### config.mk
export PLATFORM = sky130hd
export DESIGN_NAME = lockin_polar_flat
export DESIGN_NICKNAME = d
export VERILOG_FILES = /design/src/rtl/lockin_pkg.sv /design/src/rtl/lockin_polar_if.sv /design/src/rtl/lockin_atan_rom.sv /design/src/rtl/lockin_polar.sv /design/src/flat_wrapper.sv
export SDC_FILE = /design/constraint.sdc
export NUM_CORES = 1
export LEC_CHECK = 0
export BUFFER_PORTS_ARGS = -buffer_cell sky130_fd_sc_hd__buf_4
export CELL_PAD_IN_SITES_DETAIL_PLACEMENT = 0
export CELL_PAD_IN_SITES_GLOBAL_PLACEMENT = 2
export CORE_MARGIN = 5
export CORE_UTILIZATION = 35
export CTS_BUF_LIST = sky130_fd_sc_hd__clkbuf_4 sky130_fd_sc_hd__clkbuf_8
export CTS_CLUSTER_DIAMETER = 100
export DETAILED_ROUTE_END_ITERATION = 6
export PLACE_DENSITY_LB_ADDON = 0.1
export SYNTH_ARGS = -nofsm -noshare
export SYNTH_HDL_FRONTEND = slang
export SYNTH_HIERARCHICAL = 1
export SYNTH_SLANG_ARGS = --single-unit
export TNS_END_PERCENT = 10
### constraint.sdc
create_clock -name clk -period 5.85 [get_ports clk]
set_input_delay 0.585 -clock clk [delete_from_list [all_inputs] [get_ports clk]]
set_output_delay 0.585 -clock clk [all_outputs]
set_load 0.01 [all_outputs]
### src/rtl/lockin_pkg.sv
// ============================================================================
// Module      : lockin_pkg
// Description : Shared definitions for the lock-in polar converter. Holds the
//               FSM state encoding, the CORDIC gain-compensation constant K,
//               the maximum supported iteration count and the arctangent
//               table function. The COMP state is present only when
//               LOCKIN_POLAR_GAINCOMP_EN is defined.
// Revision    : 1.0 - initial release
// ============================================================================
`default_nettype none

package lockin_pkg;

    // Largest supported number of CORDIC micro-rotations
    localparam int C_ITER_MAX = 30;

    // 1/An for the CORDIC gain, 0.607253 in Q0.32
    localparam logic [31:0] C_GAIN_K = 32'h9B74EDA8;

`ifdef LOCKIN_POLAR_GAINCOMP_EN
    typedef enum logic [1:0] {
        S_IDLE = 2'd0,
        S_PRE  = 2'd1,
        S_ROT  = 2'd2,
        S_COMP = 2'd3
    } state_t;
`else
    typedef enum logic [1:0] {
        S_IDLE = 2'd0,
        S_PRE  = 2'd1,
        S_ROT  = 2'd2
    } state_t;
`endif

    // round(atan(2^-i) / pi * 2^31): the angle table at 32-bit scale,
    // where 2^31 represents pi. Narrower or wider datapaths rescale it.
    function automatic logic [31:0] cordic_atan(input int i);
        logic [31:0] v;
        case (i)
            0:       v = 32'h20000000;
            1:       v = 32'h12E4051E;
            2:       v = 32'h09FB385B;
            3:       v = 32'h051111D4;
            4:       v = 32'h028B0D43;
            5:       v = 32'h0145D7E1;
            6:       v = 32'h00A2F61E;
            7:       v = 32'h00517C55;
            8:       v = 32'h0028BE53;
            9:       v = 32'h00145F2F;
            10:      v = 32'h000A2F98;
            11:      v = 32'h000517CC;
            12:      v = 32'h00028BE6;
            13:      v = 32'h000145F3;
            14:      v = 32'h0000A2FA;
            15:      v = 32'h0000517D;
            16:      v = 32'h000028BE;
            17:      v = 32'h0000145F;
            18:      v = 32'h00000A30;
            19:      v = 32'h00000518;
            20:      v = 32'h0000028C;
            21:      v = 32'h00000146;
            22:      v = 32'h000000A3;
            23:      v = 32'h00000051;
            24:      v = 32'h00000029;
            25:      v = 32'h00000014;
            26:      v = 32'h0000000A;
            27:      v = 32'h00000005;
            28:      v = 32'h00000003;
            29:      v = 32'h00000001;
            30:      v = 32'h00000001;
            default: v = 32'h00000000;
        endcase
        return v;
    endfunction

endpackage

`default_nettype wire

### src/rtl/lockin_polar_if.sv
// ============================================================================
// Module      : lockin_polar_if
// Description : Sample/result bundle between the CIC outputs, the polar
//               converter and the readout logic.
//               master : drives in_valid/x_in/y_in, observes results
//               slave  : the converter (busy, overrun, out_valid, mag, phase)
// Revision    : 1.0 - initial release
// ============================================================================
`default_nettype none

interface lockin_polar_if #(
    parameter int W = 32
);
    logic                in_valid;
    logic signed [W-1:0] x_in;
    logic signed [W-1:0] y_in;
    logic                busy;
    logic                overrun;
    logic                out_valid;
    logic        [W-1:0] mag;
    logic signed [W-1:0] phase;

    modport master (
        output in_valid, x_in, y_in,
        input  busy, overrun, out_valid, mag, phase
    );

    modport slave (
        input  in_valid, x_in, y_in,
        output busy, overrun, out_valid, mag, phase
    );
endinterface

`default_nettype wire

### src/rtl/lockin_atan_rom.sv
// ============================================================================
// Module      : lockin_atan_rom
// Description : Combinational arctangent lookup, ATAN[i] scaled so that
//               2^(W-1) represents pi.
//   i_idx  : iteration index (CORDIC step counter)
//   o_atan : round(atan(2^-i)/pi * 2^(W-1))
// Revision    : 1.0 - initial release
// ============================================================================
`default_nettype none

module lockin_atan_rom
    import lockin_pkg::*;
#(
    parameter int W  = 32,
    parameter int CW = 5
) (
    input  logic [CW-1:0] i_idx,
    output logic [W-1:0]  o_atan
);

    logic [31:0] w_raw;

    assign w_raw = cordic_atan(int'(i_idx));

    generate
        if (W < 32) begin : g_narrow
            // Round to nearest while dropping the surplus fraction bits
            logic [32:0] w_sum;
            assign w_sum  = {1'b0, w_raw} + (33'd1 << (31 - W));
            assign o_atan = W'(w_sum >> (32 - W));
        end else if (W == 32) begin : g_exact
            assign o_atan = w_raw;
        end else begin : g_wide
            assign o_atan = W'(w_raw) << (W - 32);
        end
    endgenerate

endmodule

`default_nettype wire

### src/rtl/lockin_polar.sv
// ============================================================================
// Module      : lockin_polar
// Description : Iterative CORDIC vectoring stage: converts the filtered I/Q
//               pair into magnitude and phase, one conversion at a time.
//   clk, rst_n      : clock, asynchronous active-low reset
//   bus (slave)     : in_valid/x_in/y_in in; busy, overrun, out_valid,
//                     mag (unsigned, saturating), phase (signed, 2^(W-1)=pi)
//   Build option    : LOCKIN_POLAR_GAINCOMP_EN adds a COMP state that scales
//                     mag by 1/An (true magnitude, one extra clock latency).
// Revision    : 1.0 - initial release
// ============================================================================
`default_nettype none

module lockin_polar
    import lockin_pkg::*;
#(
    parameter int W    = 32,
    parameter int ITER = 24
) (
    input  logic          clk,
    input  logic          rst_n,
    lockin_polar_if.slave bus
);

    // Two guard bits absorb -(-2^(W-1)) and the sqrt(2)*1.647 growth
    localparam int              C_XW      = W + 2;
    localparam int              C_CW      = $clog2(C_ITER_MAX + 1);
    localparam logic [C_CW-1:0] C_LAST    = C_CW'(ITER);
    localparam logic [W-1:0]    C_QUARTER = W'(1) << (W - 2);

    state_t                  r_state;
    state_t                  w_state_nxt;
    logic                    w_capture;
    logic                    w_fold;
    logic                    w_rotate;
    logic                    w_finish;

    logic [C_CW-1:0]         r_cnt;
    logic signed [C_XW-1:0]  r_x;
    logic signed [C_XW-1:0]  r_y;
    logic [W-1:0]            r_z;
    logic                    r_zero;

    logic                    r_out_valid;
    logic                    r_overrun;
    logic [W-1:0]            r_mag;
    logic [W-1:0]            r_phase;

    logic signed [C_XW-1:0]  w_x_sh;
    logic signed [C_XW-1:0]  w_y_sh;
    logic [W-1:0]            w_atan;
    logic [W-1:0]            w_mag_out;

    lockin_atan_rom #(
        .W  (W),
        .CW (C_CW)
    ) u_atan (
        .i_idx  (r_cnt),
        .o_atan (w_atan)
    );

    assign w_x_sh = r_x >>> r_cnt;
    assign w_y_sh = r_y >>> r_cnt;

`ifdef LOCKIN_POLAR_GAINCOMP_EN
    // Final x is non-negative, so an unsigned product is exact
    logic [C_XW+31:0] w_prod;
    assign w_prod    = (C_XW + 32)'($unsigned(r_x)) * (C_XW + 32)'(C_GAIN_K);
    assign w_mag_out = W'(w_prod >> 32);
`else
    // Raw CORDIC x; clamp when the gain pushes it beyond W bits
    assign w_mag_out = (r_x[C_XW-1:W] != 2'b00) ? '1 : r_x[W-1:0];
`endif

    // ------------------------------------------------------------------
    // FSM state register
    // ------------------------------------------------------------------
    always_ff @(posedge clk or negedge rst_n) begin
        if (!rst_n) begin
            r_state <= S_IDLE;
        end else begin
            r_state <= w_state_nxt;
        end
    end

    // ------------------------------------------------------------------
    // Next state and datapath strobes. ROT runs ITER rotation cycles plus
    // one closing cycle (counter == ITER) in which the result is handed
    // on, giving the ITER+2 clock latency.
    // ------------------------------------------------------------------
    always_comb begin
        w_state_nxt = r_state;
        w_capture   = 1'b0;
        w_fold      = 1'b0;
        w_rotate    = 1'b0;
        w_finish    = 1'b0;
        case (r_state)
            S_IDLE: begin
                if (bus.in_valid) begin
                    w_capture   = 1'b1;
                    w_state_nxt = S_PRE;
                end
            end
            S_PRE: begin
                w_fold      = 1'b1;
                w_state_nxt = S_ROT;
            end
            S_ROT: begin
                if (r_cnt != C_LAST) begin
                    w_rotate = 1'b1;
                end else begin
`ifdef LOCKIN_POLAR_GAINCOMP_EN
                    w_state_nxt = S_COMP;
`else
                    w_finish    = 1'b1;
                    w_state_nxt = S_IDLE;
`endif
                end
            end
`ifdef LOCKIN_POLAR_GAINCOMP_EN
            S_COMP: begin
                w_finish    = 1'b1;
                w_state_nxt = S_IDLE;
            end
`endif
            default: begin
                w_state_nxt = S_IDLE;
            end
        endcase
    end

    // ------------------------------------------------------------------
    // Datapath
    // ------------------------------------------------------------------
    always_ff @(posedge clk or negedge rst_n) begin
        if (!rst_n) begin
            r_cnt       <= '0;
            r_x         <= '0;
            r_y         <= '0;
            r_z         <= '0;
            r_zero      <= 1'b0;
            r_out_valid <= 1'b0;
            r_overrun   <= 1'b0;
            r_mag       <= '0;
            r_phase     <= '0;
        end else begin
            r_out_valid <= 1'b0;
            // A strobe while busy is dropped; only flag it
            r_overrun   <= bus.in_valid && (r_state != S_IDLE);

            if (w_capture) begin
                r_x <= {{2{bus.x_in[W-1]}}, bus.x_in};
                r_y <= {{2{bus.y_in[W-1]}}, bus.y_in};
            end

            // Quadrant fold into the right half-plane so the rotations only
            // need to cover +/- pi/2
            if (w_fold) begin
                r_cnt  <= '0;
                r_zero <= (r_x == '0) && (r_y == '0);
                if (!r_x[C_XW-1]) begin
                    r_z <= '0;
                end else if (!r_y[C_XW-1]) begin
                    r_x <= r_y;
                    r_y <= -r_x;
                    r_z <= C_QUARTER;
                end else begin
                    r_x <= -r_y;
                    r_y <= r_x;
                    r_z <= -C_QUARTER;
                end
            end

            if (w_rotate) begin
                r_cnt <= r_cnt + C_CW'(1);
                if (!r_y[C_XW-1]) begin
                    r_x <= r_x + w_y_sh;
                    r_y <= r_y - w_x_sh;
                    r_z <= r_z + w_atan;
                end else begin
                    r_x <= r_x - w_y_sh;
                    r_y <= r_y + w_x_sh;
                    r_z <= r_z - w_atan;
                end
            end

            if (w_finish) begin
                r_out_valid <= 1'b1;
                r_mag       <= w_mag_out;
                // The rotations always step z, so a zero vector would
                // otherwise report the sum of the table
                r_phase     <= r_zero ? '0 : r_z;
            end
        end
    end

    assign bus.busy      = (r_state != S_IDLE);
    assign bus.overrun   = r_overrun;
    assign bus.out_valid = r_out_valid;
    assign bus.mag       = r_mag;
    assign bus.phase     = r_phase;

endmodule

`default_nettype wire
### src/flat_wrapper.sv
// flat-port wrapper written by rule: the top's interface ports become plain ports
module lockin_polar_flat import lockin_pkg::*;
#(
    parameter int W    = 32,
    parameter int ITER = 24
)
  (clk, rst_n, bus_in_valid, bus_x_in, bus_y_in, bus_busy, bus_overrun, bus_out_valid, bus_mag, bus_phase);
  lockin_polar_if #(.W(W)) bus_i ();
  input  logic clk;
  input  logic rst_n;
  input wire logic [$bits(bus_i.in_valid)-1:0] bus_in_valid;
  input wire logic [$bits(bus_i.x_in)-1:0] bus_x_in;
  input wire logic [$bits(bus_i.y_in)-1:0] bus_y_in;
  output wire logic [$bits(bus_i.busy)-1:0] bus_busy;
  output wire logic [$bits(bus_i.overrun)-1:0] bus_overrun;
  output wire logic [$bits(bus_i.out_valid)-1:0] bus_out_valid;
  output wire logic [$bits(bus_i.mag)-1:0] bus_mag;
  output wire logic [$bits(bus_i.phase)-1:0] bus_phase;
  assign bus_i.in_valid = bus_in_valid;
  assign bus_i.x_in = bus_x_in;
  assign bus_i.y_in = bus_y_in;
  assign bus_busy = bus_i.busy;
  assign bus_overrun = bus_i.overrun;
  assign bus_out_valid = bus_i.out_valid;
  assign bus_mag = bus_i.mag;
  assign bus_phase = bus_i.phase;
  lockin_polar #(.W(W), .ITER(ITER)) u_core (.clk(clk), .rst_n(rst_n), .bus(bus_i));
endmodule
Word-level counts from Yosys, hierarchy flattened

Memory sizes are Yosys's and may differ from the RTL's.
Index checks and enable logic that the tools add are counted.

Bits of input ports: 67
ROM bits: 960
Logic and storage cells: 68
Flip-flop bits (word level): 174
Memories kept: 1

Memories:

| name            | depth | bits a word | read ports | clocked after memory_dff | write ports | RTL line         | text |
|---|---|---|---|---|---|---|---|
| (no name shown) | 32    | 30          | 1          | 0                        | 0           | lockin_pkg.sv:39 | `case (i)` |

Add/subtract/negate cells: 9
Reduce and logical (&&, ||, !) cells: 9
Shift operators: 2
Muxes and demuxes: 32
Equal/unequal tests: 5

Operator list:

| cell                                                             | number |
|---|---|
| 34-bit two-way mux                                               | 12 |
| 32-bit two-way mux                                               | 7 |
| 34-bit adder                                                     | 2 |
| 34-bit logical NOT                                               | 2 |
| 34-bit negation                                                  | 2 |
| 34-bit by 5-bit >>> shifter with 34-bit output                   | 2 |
| 34-bit subtractor                                                | 2 |
| 32-bit adder                                                     | 1 |
| 32-bit subtractor                                                | 1 |
| 5-bit two-way mux                                                | 2 |
| 1-bit two-way mux                                                | 8 |
| 2-bit one-hot mux with 3 select lines                            | 1 |
| 2-bit nonzero test                                               | 3 |
| 5-bit by 1-bit adder with 5-bit output (second input constant)   | 1 |
| 5-bit != test (second input constant)                            | 1 |
| 2-bit two-way mux                                                | 2 |
| 2-bit != test (second input constant)                            | 2 |
| 2-bit by 1-bit == test with 1-bit output (second input constant) | 1 |
| 2-bit == test (second input constant)                            | 1 |
| 1-bit logical AND                                                | 2 |
| 2-bit logical NOT                                                | 1 |
| 2-bit AND reduction                                              | 1 |

Longest topological paths before layout

Gate-level depths: netlist of run 1.

Depth in word-level cells: 6
Gate-level depth with buffers: 29

By module

The synthesis of run 1 kept the hierarchy.

Modules (own cells, without submodules):

| module          | cells an instance | sequential area each (um^2) | instances | area each (um^2) |
|---|---|---|---|---|
| lockin_polar    | 2791              | 4354.2                      | 1         | 21893.5 |
| lockin_atan_rom | 158               | 0.0                         | 1         | 1118.6 |

Worst setup path before layout of run 1

No wires, ideal clock.

Path type: flip-flop to flip-flop
From: reg u_core.r_cnt[4]
To: reg u_core.r_x[32]
Clock period less this slack: 5737 ps
Cell stages (with the launch flop): 26
Path slack: 113 ps
Data required time: 5719 ps
Library setup time: 131 ps
Data arrival time: 5606 ps
Path through: dfrtp_1 > clkbuf_1 > clkbuf_1 > clkbuf_1 > buf_1 > clkbuf_1 > clkbuf_1 > o21a_1 > ha_1 > inv_1 > a2111oi_4 > and3_1 > and2b_1 > o211ai_1 > o211ai_1 > ha_1 > and3_1 > nand2_1 > a21oi_1 > a211o_1 > a31o_2 > nor2_1 > a31oi_1 > a221oi_1 > nor4b_1 > or3_1

Longest elaborated chain between the ends: 4
Elaborated cells between the ends (all ways): 8

RTL lines:

| element                                                                         | RTL line                                | text |
|---|---|---|
| start, declared                                                                 | lockin_polar.sv:38                      | `logic [C_CW-1:0] r_cnt;` |
| start signal, assigned                                                          | lockin_polar.sv:175                     | `r_cnt <= r_cnt + C_CW'(1);` |
| 34-bit by 5-bit >>> shifter with 34-bit output or 5-bit != test (tied branches) | lockin_polar.sv:63, lockin_polar.sv:109 |  |
| 34-bit adder, or another cell as far along                                      | lockin_polar.sv:177                     | `r_x <= r_x + w_y_sh;` |
| 34-bit two-way mux or 1-bit two-way mux (tied branches)                         | lockin_polar.sv:176, lockin_polar.sv:97 |  |
| 34-bit two-way mux (*)                                                          | lockin_polar.sv:174                     | `if (w_rotate) begin` |
| end signal, assigned                                                            | lockin_polar.sv:168                     | `r_x <= -r_y;` |
| end signal, assigned                                                            | lockin_polar.sv:177                     |  |
| end signal, assigned                                                            | lockin_polar.sv:181                     | `r_x <= r_x - w_y_sh;` |
| end, declared                                                                   | lockin_polar.sv:39                      | `logic signed [C_XW-1:0] r_x;` |

Mark *: on every way between the ends. The rest lies on a longest branch, timed or not.
A chain may end at the register's enable or synchronous reset.

Final worst setup path of run 1

From: reg u_core.r_cnt[2]
To: reg u_core.r_x[32]

Same word-level chain as after synthesis.

==> impl_metrics.toml, run 1 <==
[route]
routed_via_density = 5.98
routed_wl_um = 113000
drt_iter0_markers = 2050
ant_nets = 0
drtPass1Iterations = 7
drc = 8
wl_per_cell_um = 26.6
num_vias = 25400

[cells_and_area]
final.fill_count = 6747
final_nets = 3555
drive_above_1_share = 0.275
syn_to_final_growth_pct = 26.0
layout_commonest_cell = "buf_4"
final_cell_mix = "buf_4 (634), nand2_1 (399), o21ai_0 (208)"

[synth]
synth_edf_count = 0
synth_area_mm2 = 0.0230
async_flop_share = 1.00
ys_top_cells_by_area = "dfrtp_1 (19%), mux4_2 (8.4%), nand2_1 (6.6%)"
yosysUniqueCellTypes = 109
synth_top_area_share = 0.189
synth_warnings = 6
synth_largest_area_cell = "dfrtp_1"
yosysSeqAreaShare = 0.189
synth_cells = 2949
synth-seq-cells = 174
syn_area_per_cell_um2 = 7.80
synth_top_flop_cell = "dfrtp_1"

[critical_path]
startpoint_type = "flop"
crit_path_end_kind = "flop"
critPathKind = "flop to flop"
cp.arrival_ns = 6.25
cp.required_ns = 6.31
r2r_slack_ns = 0.06
rr_worst_depth = 26
cp_max_fo = 10

[placed_design]
place_ws_ns = -0.205
portBuffers = 133
dp_hpwl_um = 89900
gp_congestion = 0.965

[global_routing]
grt_pass1_vias = 24800
grt-ovfl-total = 0
antenna_found_initial = 3
grt_use_total = 0.308
grt_start_max_net_pins = 102
grt_first_pass_wirelength_um = 165000

[floorplanning]
die_h_um = 266
die_x_um = 266
row_count = 94
io_pins = 134
dieArea_mm2 = 0.0710
fp.coreArea_mm2 = 0.0655
initial_core_util = 0.351

[hold_path]
hp-class = "input port to flop"
min_path_cells = 2

[sta]
period_share = 0.990
layout_min_cycle_time_ns = 5.79
postLayoutSetupSlackWorst_ns = 0.0613
rsz0062_at_grt = "true"
hold-worst-slack_ns = 0.260
worst_pin_slew_ns = 1.01
maxSlewViolCount = 0
finalSetupViolCount = 0
slew_headroom = 0.327
fin_skew_ns = 0.0371
hold_violations = 0
max_freq_mhz = 173

[cts]
cts_tree = "done"
clkTransAtPathRegs_ns = 0.13
cts_buffer_depth = 2
clock_latency_ns = 0.59
ctsRootBufferMaster = "clkbuf_8"
cts_buffers = 17
cts_num_sinks = 174
cts.htree.levels = 4

[run]
drv_cap = 0

[status]
status = "finished, violations left"
violations = "design-rule violations"
[path summary, 6_finish.rpt]
path	to	start
max	u_core/r_x[32]	u_core/r_cnt[2]
min	u_core/bus.overrun	bus_in_valid
max reg2reg	u_core/r_x[32]	u_core/r_cnt[2]
min reg2reg	u_core/bus.phase[24]	u_core/bus.phase[24]
max in group asynchronous	u_core/r_y[33]	rst_n
min in group asynchronous	u_core/bus.phase[22]	rst_n
[through the flow]
step	utilization	setup TNS, ns	area [µm²]	instances
final	0.443	0	29000	4252
after global routing	0.443	-0.722	29000	4251
after CTS	0.435	-0.0249	28500	4229
after detailed placement	0.426	-1.19	27900	4186
after global placement	0.426	-1.00	27900	4186
after floorplan	-	0	23000	2950
[layer usage]
metal  vias up  track usage  wire length (µm)
li1      11600            -                 -
met1     12600        0.380             45200
met2       927        0.529             54900
met3       256       0.0394              6150
met4         2        0.160              6970
met5         -            0                13
[cell families after synthesis]
kind of cell | count (synthesis) | share of synthesized area
other cells | 1 | 0.000163
buf+inv | 330 | 0.0621
xor+xnor | 214 | 0.0820
fa+ha+maj | 116 | 0.0640
mux | 197 | 0.135
flops | 174 | 0.189
simple gates | 1075 | 0.229
compound gates | 842 | 0.238
[synthesized netlist by cell type, types with 30 or more instances]
cell / count
nand3_1: 114
o21ai_0: 215
xor2_1: 81
mux2i_1: 81
nand2b_1: 43
clkbuf_1: 170
a21oi_1: 186
ha_1: 113
inv_1: 66
nor2_1: 197
o31ai_1: 30
buf_2: 38
o211ai_1: 81
nand3b_1: 40
a21o_1: 55
mux4_2: 86
nor3_1: 63
nand2_1: 403
xnor2_1: 132
dfrtp_1: 174
[sequential cells by signal, summed over array words and instances (netlist names)]
| signal | count |
|---|---|
| u_core/bus.overrun | 1 |
| u_core/r_cnt | 5 |
| u_core/r_zero | 1 |
| u_core/bus.phase | 32 |
| u_core/r_z | 32 |
| u_core/r_y | 34 |
| u_core/bus.out_valid | 1 |
| u_core/r_state | 2 |
| u_core/bus.mag | 32 |
| u_core/r_x | 34 |
[worst max-delay path, cell delays in order (launching register included)]
cell and delay [ns]:
dfrtp_4 0.59, buf_6 0.19, buf_4 0.16, mux2i_1 0.13
mux4_2 0.55, a21oi_4 0.21, nand2_1 0.09, o21a_1 0.13
ha_1 0.20, inv_1 0.12, a2111oi_4 0.07, buf_4 0.16
and3_1 0.19, and2b_2 0.25, o211ai_1 0.18, o211ai_1 0.13
ha_1 0.37, and3_4 0.20, nand2_1 0.08, a21oi_1 0.05
a211o_1 0.29, a31o_2 0.28, nor2_4 0.10, a31oi_2 0.11
a221oi_2 0.36, nor4b_1 0.10, or3_1 0.36
[layout make-up]
cell class                 count  area (µm²)  share of cell area
multi-input combinational   2446       17600               0.607
timing repair buffer         661        5240               0.181
sequential                   174        4380               0.151
tap                          864        1080              0.0373
inverter                      72         280             0.00966
clock buffer                  17         234             0.00807
clock inverter                15         185             0.00638
antenna                        3        7.51            0.000259
[what timing repair did]
| action | 4_1_cts | 5_1_grt |
|---|---|---|
| setup buffers | 10 | 20 |
| gates resized for setup | 16 | 74 |
| hold endpoints to repair | 5 | 0 |
| setup endpoints to repair | 16 | 31 |
| pin swaps | 3 | 26 |
| hold buffers | 1 | 0 |
Power of run 1 is not shown: default switching activity piles up to over one toggle a cycle in this logic, so the estimate is an artifact.
==> inputs of run 2 (changes only) <==
--- a/config.mk
+++ b/config.mk
@@ -16,6 +16,5 @@
 export PLACE_DENSITY_LB_ADDON = 0.1
 export SYNTH_ARGS = -nofsm -noshare
 export SYNTH_HDL_FRONTEND = slang
-export SYNTH_HIERARCHICAL = 1
 export SYNTH_SLANG_ARGS = --single-unit
 export TNS_END_PERCENT = 10
==> run 2 against run 1 <==
The flow now finishes without violations. Critical endpoint is now u_core.r_x[30]. Clock skew shrank 0.0081 ns. First-iteration DRC count increased by 6.5%. Count of clock-buffer cells in the layout unchanged. Synthesized cell count is 7.5% lower. Non-clock buffer count unchanged. Global-route usage up 0.50 points. Maximum frequency up 1.3%. Worst hold slack worse by 0.014 ns. Via count is 5.9% lower. Die area shrank 5.8%. Sequential cell count did not move. Core utilization up 0.76 points. Largest cell class unchanged.
==> impl_metrics.toml, run 2 <==
[hold_path]
hp-class = "input port to flop"
min-delay-start = "bus_in_valid"

[cts]
clock_latency_ns = 0.61
cts_num_sinks = 174
cts.htree.levels = 4
cts_buffers = 17
clkTransAtPathRegs_ns = 0.14
cts_tree = "done"
cts_buffer_depth = 2
ctsRootBufferMaster = "clkbuf_8"

[global_routing]
grt-ovfl-total = 0
grt_pass1_vias = 23300
grt_first_pass_wirelength_um = 157000
grt_start_max_net_pins = 74
grt_use_total = 0.313
antenna_found_initial = 9

[sta]
fin_setup_tns_ns = 0
maxSlewViolCount = 0
rsz0062_at_grt = "true"
period_share = 0.977
fin_skew_ns = 0.0290
max_freq_mhz = 175
finalSetupViolCount = 0
worst_pin_slew_ns = 1.19
hold_violations = 0
layout_min_cycle_time_ns = 5.71
slew_headroom = 0.205
hold-worst-slack_ns = 0.246

[critical_path]
cp_max_fo = 9
worst_path_most_repeated_cell = "buf_4"
crit_path_end_kind = "flop"
cp-startpoint = "u_core.r_cnt[3]"
critPathKind = "flop to flop"
cp.required_ns = 6.37
startpoint_type = "flop"
slowest_stage = "nand2_1"
crit_chain = "clkinv_1 > nand2_1 > o22ai_1 > nor3_2 > nand3_2 > buf_4 > nor4_4 > buf_4 > nor3b_4 > o221ai_2 > ha_1 > and3_4 > and4_4 > nand3b_1 > a211oi_2 > nand2b_4 > o221ai_4 > o2111ai_4 > a31oi_4 > xor2_1 > o21ai_1"
cp.arrival_ns = 6.23
cpPeakStageDelay_ns = 0.71
r2r_start = "u_core.r_cnt[3]"

[status]
status = "complete, no violations"

[cells_and_area]
syn_to_final_growth_pct = 28.0
final_nets = 3363
final_cell_mix = "buf_4 (637), nand2_1 (392), o21ai_0 (193)"
drive_above_1_share = 0.287
final_area_mm2 = 0.0277
largestRegisters = "u_core.r_x x34, u_core.r_y x34"
layout_commonest_cell = "buf_4"

[route]
routed_wl_um = 109000
wl_per_cell_um = 27.2
drt_iter0_markers = 2184
num_vias = 23900
drtPass1Iterations = 5
routed_via_density = 5.99
ant_nets = 0
drc = 0

[placed_design]
dpl_cell_area_mm2 = 0.0266
dp_hpwl_um = 84500
portBuffers = 133
gp_congestion = 0.974

[synth]
ys_top_cells_by_area = "dfrtp_1 (20%), mux4_2 (8.3%), nand2_1 (6.8%)"
synth_cells = 2729
async_flop_share = 1.00
synth_edf_count = 0
synth_fp_nets = 2908
syn_area_per_cell_um2 = 7.93
yosysSeqAreaShare = 0.201
synth_area_mm2 = 0.0216
synth-seq-cells = 174
synth_top_area_share = 0.201
synth.most_common_cell = "nand2_1"
synth_largest_area_cell = "dfrtp_1"
synth_top_flop_cell = "dfrtp_1"
yosysUniqueCellTypes = 101
synth_warnings = 0
synth_common_cells = "nand2_1 (394), o21ai_0 (208), a21oi_1 (186)"

[floorplanning]
fp.coreArea_mm2 = 0.0615
row_count = 91
die_h_um = 259
dieArea_mm2 = 0.0669
die_x_um = 259
io_pins = 134
initial_core_util = 0.352

[run]
drv_cap = 0
[run 2: kinds of logic after synthesis]
logic type | Yosys count | synth area share
flip-flops | 174 | 0.201
AND/OR/NAND/NOR | 944 | 0.211
multiplexers | 180 | 0.132
adder cells (fa/ha/maj) | 112 | 0.0658
AO/OA/AOI/OAI | 810 | 0.242
XOR/XNOR | 220 | 0.0897
buffers and inverters | 289 | 0.0584
[run 2: per-layer routing]
| layer | wire [µm] | part of all wire | up-vias | GRT usage |
|---|---|---|---|---|
| li1 | - | - | 10900 | - |
| met1 | 45900 | 0.42 | 11900 | 0.409 |
| met2 | 50800 | 0.47 | 932 | 0.511 |
| met3 | 6180 | 0.057 | 215 | 0.0452 |
| met4 | 5650 | 0.052 | 4 | 0.154 |
| met5 | 27 | 0.00025 | - | 0 |
[run 2: path summary, 6_finish.rpt]
check | end | slack, ns | cells after the start
max | u_core.r_x[30] | 0.14 | 21
min | u_core.bus.overrun | 0.25 | 2
max reg2reg | u_core.r_x[30] | 0.14 | 21
min reg2reg | u_core.bus.phase[12] | 0.48 | 2
max in group asynchronous | u_core.r_x[13] | 3.90 | 3
min in group asynchronous | u_core.bus.out_valid | 0.51 | 2
[run 2: area by class of cell]
class                           instances  area, µm²
Fill cell                            6237      33800
Multi-Input combinational cell       2266      16400
Timing Repair Buffer                  661       5200
Sequential cell                       174       4370
Tap cell                              790        988
Inverter                               64        241
Clock buffer                           17        234
Clock inverter                         15        234
Antenna cell                           10       25.0
[run 2: per-stage QoR]
| stage | cells | util | setup WS, ns |
|---|---|---|---|
| global placement | 3929 | 0.432 | -0.286 |
| floorplan | 2729 | - | 0.0157 |
| finish | 3997 | 0.450 | 0.137 |
| CTS | 3964 | 0.441 | -0.0923 |
| global route | 3992 | 0.450 | -0.0906 |
| detailed placement | 3929 | 0.432 | -0.314 |
[run 2: repair_timing]
action                                  4_1_cts  5_1_grt
endpoints found under the setup margin       25       34
pin swaps                                     2       37
resized for setup                            22       81
endpoints found under the hold margin        58        0
cloned                                        0        1
hold buffers                                  1        0
buffers inserted                              2       22
[run 2: worst max-delay path: cells and delay by family, from the launching register on]
| family | cells | cell delay, ns |
|---|---|---|
| fa+ha+maj | 1 | 0.35 |
| compound gates | 7 | 1.26 |
| buf+inv | 3 | 0.89 |
| simple gates | 9 | 2.51 |
| xor+xnor | 1 | 0.17 |
| flops | 1 | 0.41 |
Power of run 2 is left out for the same reason.
==> inputs of run 3 (changes only) <==
--- a/config.mk
+++ b/config.mk
@@ -5,11 +5,12 @@
 export SDC_FILE = /design/constraint.sdc
 export NUM_CORES = 1
 export LEC_CHECK = 0
+export ABC_AREA = 1
 export BUFFER_PORTS_ARGS = -buffer_cell sky130_fd_sc_hd__buf_4
 export CELL_PAD_IN_SITES_DETAIL_PLACEMENT = 0
 export CELL_PAD_IN_SITES_GLOBAL_PLACEMENT = 2
 export CORE_MARGIN = 5
-export CORE_UTILIZATION = 35
+export CORE_UTILIZATION = 31
 export CTS_BUF_LIST = sky130_fd_sc_hd__clkbuf_4 sky130_fd_sc_hd__clkbuf_8
 export CTS_CLUSTER_DIAMETER = 100
 export DETAILED_ROUTE_END_ITERATION = 6
==> run 3 against run 2 <==
The run now ends with negative hold slack left. First-iteration DRC count increased by 11%. Clock skew up 0.013 ns. Setup slack better by 0.20 ns. Count of clock-buffer cells in the layout stayed put. Synthesized area grew 0.60%.
==> impl_metrics.toml, run 3 <==
[global_routing]
grt_pass1_vias = 24900
grt_use_total = 0.291
grt-ovfl-total = 0
grt_first_pass_wirelength_um = 165000
antenna_found_initial = 4
grt_start_max_net_pins = 113

[critical_path]
slowest_stage = "dfrtp_2"
cp.required_ns = 6.36
cp_max_fo = 25
startpoint_type = "flop"
cp.arrival_ns = 6.03
crit_path_end_kind = "flop"
critPathKind = "flop to flop"
r2r_slack_ns = 0.33
cpPeakStageDelay_ns = 0.45

[floorplanning]
fp.coreArea_mm2 = 0.0698
die_x_um = 275
initial_core_util = 0.312
dieArea_mm2 = 0.0756
row_count = 97
io_pins = 134
die_h_um = 275

[synth]
synth_compound_area_frac = 0.193
synth-simple-area-share = 0.390
ys_top_cells_by_area = "dfrtp_1 (20%), nand2_1 (18%), nand3_1 (11%)"
synth_warnings = 0
synth_cells = 3687
synth_common_cells = "nand2_1 (1,026), nand3_1 (465), inv_1 (352)"
synth_top_flop_cell = "dfrtp_1"
synth_area_mm2 = 0.0218
synthXorXnorAreaFrac = 0.0455
synth_fp_nets = 3866
synth_largest_area_cell = "dfrtp_1"
synth_edf_count = 0
synth-seq-cells = 174
synth.most_common_cell = "nand2_1"
yosysSeqAreaShare = 0.200
muxShareOfSynthArea = 0
synth_top_area_share = 0.200
synth_top_family_by_area = "simple AND/OR/NAND/NOR gates"
synthAdderAreaFrac = 0.0654
syn_area_per_cell_um2 = 5.90
yosysUniqueCellTypes = 62
async_flop_share = 1.00

[route]
drtPass1Iterations = 5
drc = 0
ant_nets = 0
routed_via_density = 5.49
drt_iter0_markers = 2432
routed_wl_um = 113000
wl_per_cell_um = 24.0
num_vias = 25800

[sta]
finalSetupViolCount = 0
max_freq_mhz = 181
slew_headroom = 0.279
fin_setup_tns_ns = 0
hold-worst-slack_ns = -0.0000783
hold_violations = 1
rsz0062_at_grt = "true"
period_share = 0.943
layout_min_cycle_time_ns = 5.52
worst_pin_slew_ns = 1.08
maxSlewViolCount = 0
fin_skew_ns = 0.0420

[cts]
ctsHoldBuffers = 0
clkTransAtPathRegs_ns = 0.13
cts_buffer_depth = 2
cts_tree = "done"
clock_latency_ns = 0.59
postCtsSetupBuffers = 0
ctsRootBufferMaster = "clkbuf_8"
cts.htree.levels = 4
cts_num_sinks = 174
ctsResizeCount = 0
cts_buffers = 17

[cells_and_area]
final.fill_count = 7996
layout_commonest_cell = "nand2_1"
syn_to_final_growth_pct = 11.6
register_area_mm2 = 0.00436
final_cell_mix = "nand2_1 (1,026), nand3_1 (465), inv_1 (347)"
final_nets = 3931
diodes = 0
final_area_mm2 = 0.0243
largestRegisters = "u_core.r_x x34, u_core.r_y x34"
final_util = 0.348
drive_above_1_share = 0.0959
multi_input_area_mm2 = 0.0151

[status]
violations = "negative hold slack"
status = "finished, violations left"

[run]
drv_cap = 0

[placed_design]
dp_hpwl_um = 91000
gp_congestion = 0.967
portBuffers = 133
dpl_cell_area_mm2 = 0.0239

[hold_path]
hp-class = "input port to async pin"
==> run 3: cell types whose count changed after synthesis, sizes merged, moves of 55 or more <==
cell / before / now
a21o: 66 / 11
a21oi: 188 / 272
clkbuf: 149 / 94
inv: 60 / 364
mux2i: 75 / 0
mux4: 80 / 0
nand2: 396 / 1045
nand3: 110 / 467
nor2: 168 / 363
o21ai: 217 / 291
xnor2: 113 / 41
==> run 3: area by class of cell <==
type / count / share of cell area
Timing Repair Buffer: 230 / 0.0744
Inverter: 369 / 0.0573
Tap cell: 940 / 0.0484
Clock buffer: 17 / 0.00963
Sequential cell: 174 / 0.180
Clock inverter: 15 / 0.00747
Multi-Input combinational cell: 2960 / 0.623
==> run 3: logic make-up after synthesis <==
kind of cell | after synthesis
XOR/XNOR | 113
buffers and inverters | 553
flip-flops | 174
AO/OA/AOI/OAI | 741
AND/OR/NAND/NOR | 1994
adder cells (fa/ha/maj) | 112
==> run 3: final timing paths <==
path / cells after the start / end / startpoint
worst max-delay path: 25 / u_core.r_z[29] / u_core.r_cnt[0]
worst min-delay path: 1 / u_core.bus.phase[12] / rst_n
worst max register to register: 25 / u_core.r_z[29] / u_core.r_cnt[0]
worst min register to register: 2 / u_core.r_z[25] / u_core.r_z[25]
max in group asynchronous: 2 / u_core.r_x[19] / rst_n
min in group clk: 3 / u_core.bus.overrun / bus_in_valid
==> run 3: critical path: cells and delay by family (launching register included) <==
family	cells	cell delay, ns
AO/OA/AOI/OAI	9	1.69
AND/OR/NAND/NOR	10	1.66
adder cells (fa/ha/maj)	3	0.95
flip-flops	1	0.45
buffers and inverters	2	0.44
XOR/XNOR	1	0.25
==> run 3: through the flow <==
| step | setup slack, ns | hold WS, ns | instances |
|---|---|---|---|
| detailed placement | 0.299 | 0.506 | 4672 |
| global placement | 0.242 | 0.499 | 4672 |
| floorplan | 1.80 | 0.289 | 3687 |
| global route | -0.0346 | 0.0339 | 4705 |
| finish | 0.335 | -0.0000783 | 4705 |
| CTS | 0.269 | 0.000664 | 4704 |
==> run 3: metal layers <==
layer / routed length, µm / share of wire / vias up / global-route usage
met5: 0 / 0 / - / 0
met4: 4580 / 0.041 / 0 / 0.103
met3: 5780 / 0.051 / 157 / 0.0317
met2: 55100 / 0.49 / 922 / 0.515
met1: 47400 / 0.42 / 12300 / 0.366
li1: - / - / 12400 / -
Power of run 3 is left out for the same reason.
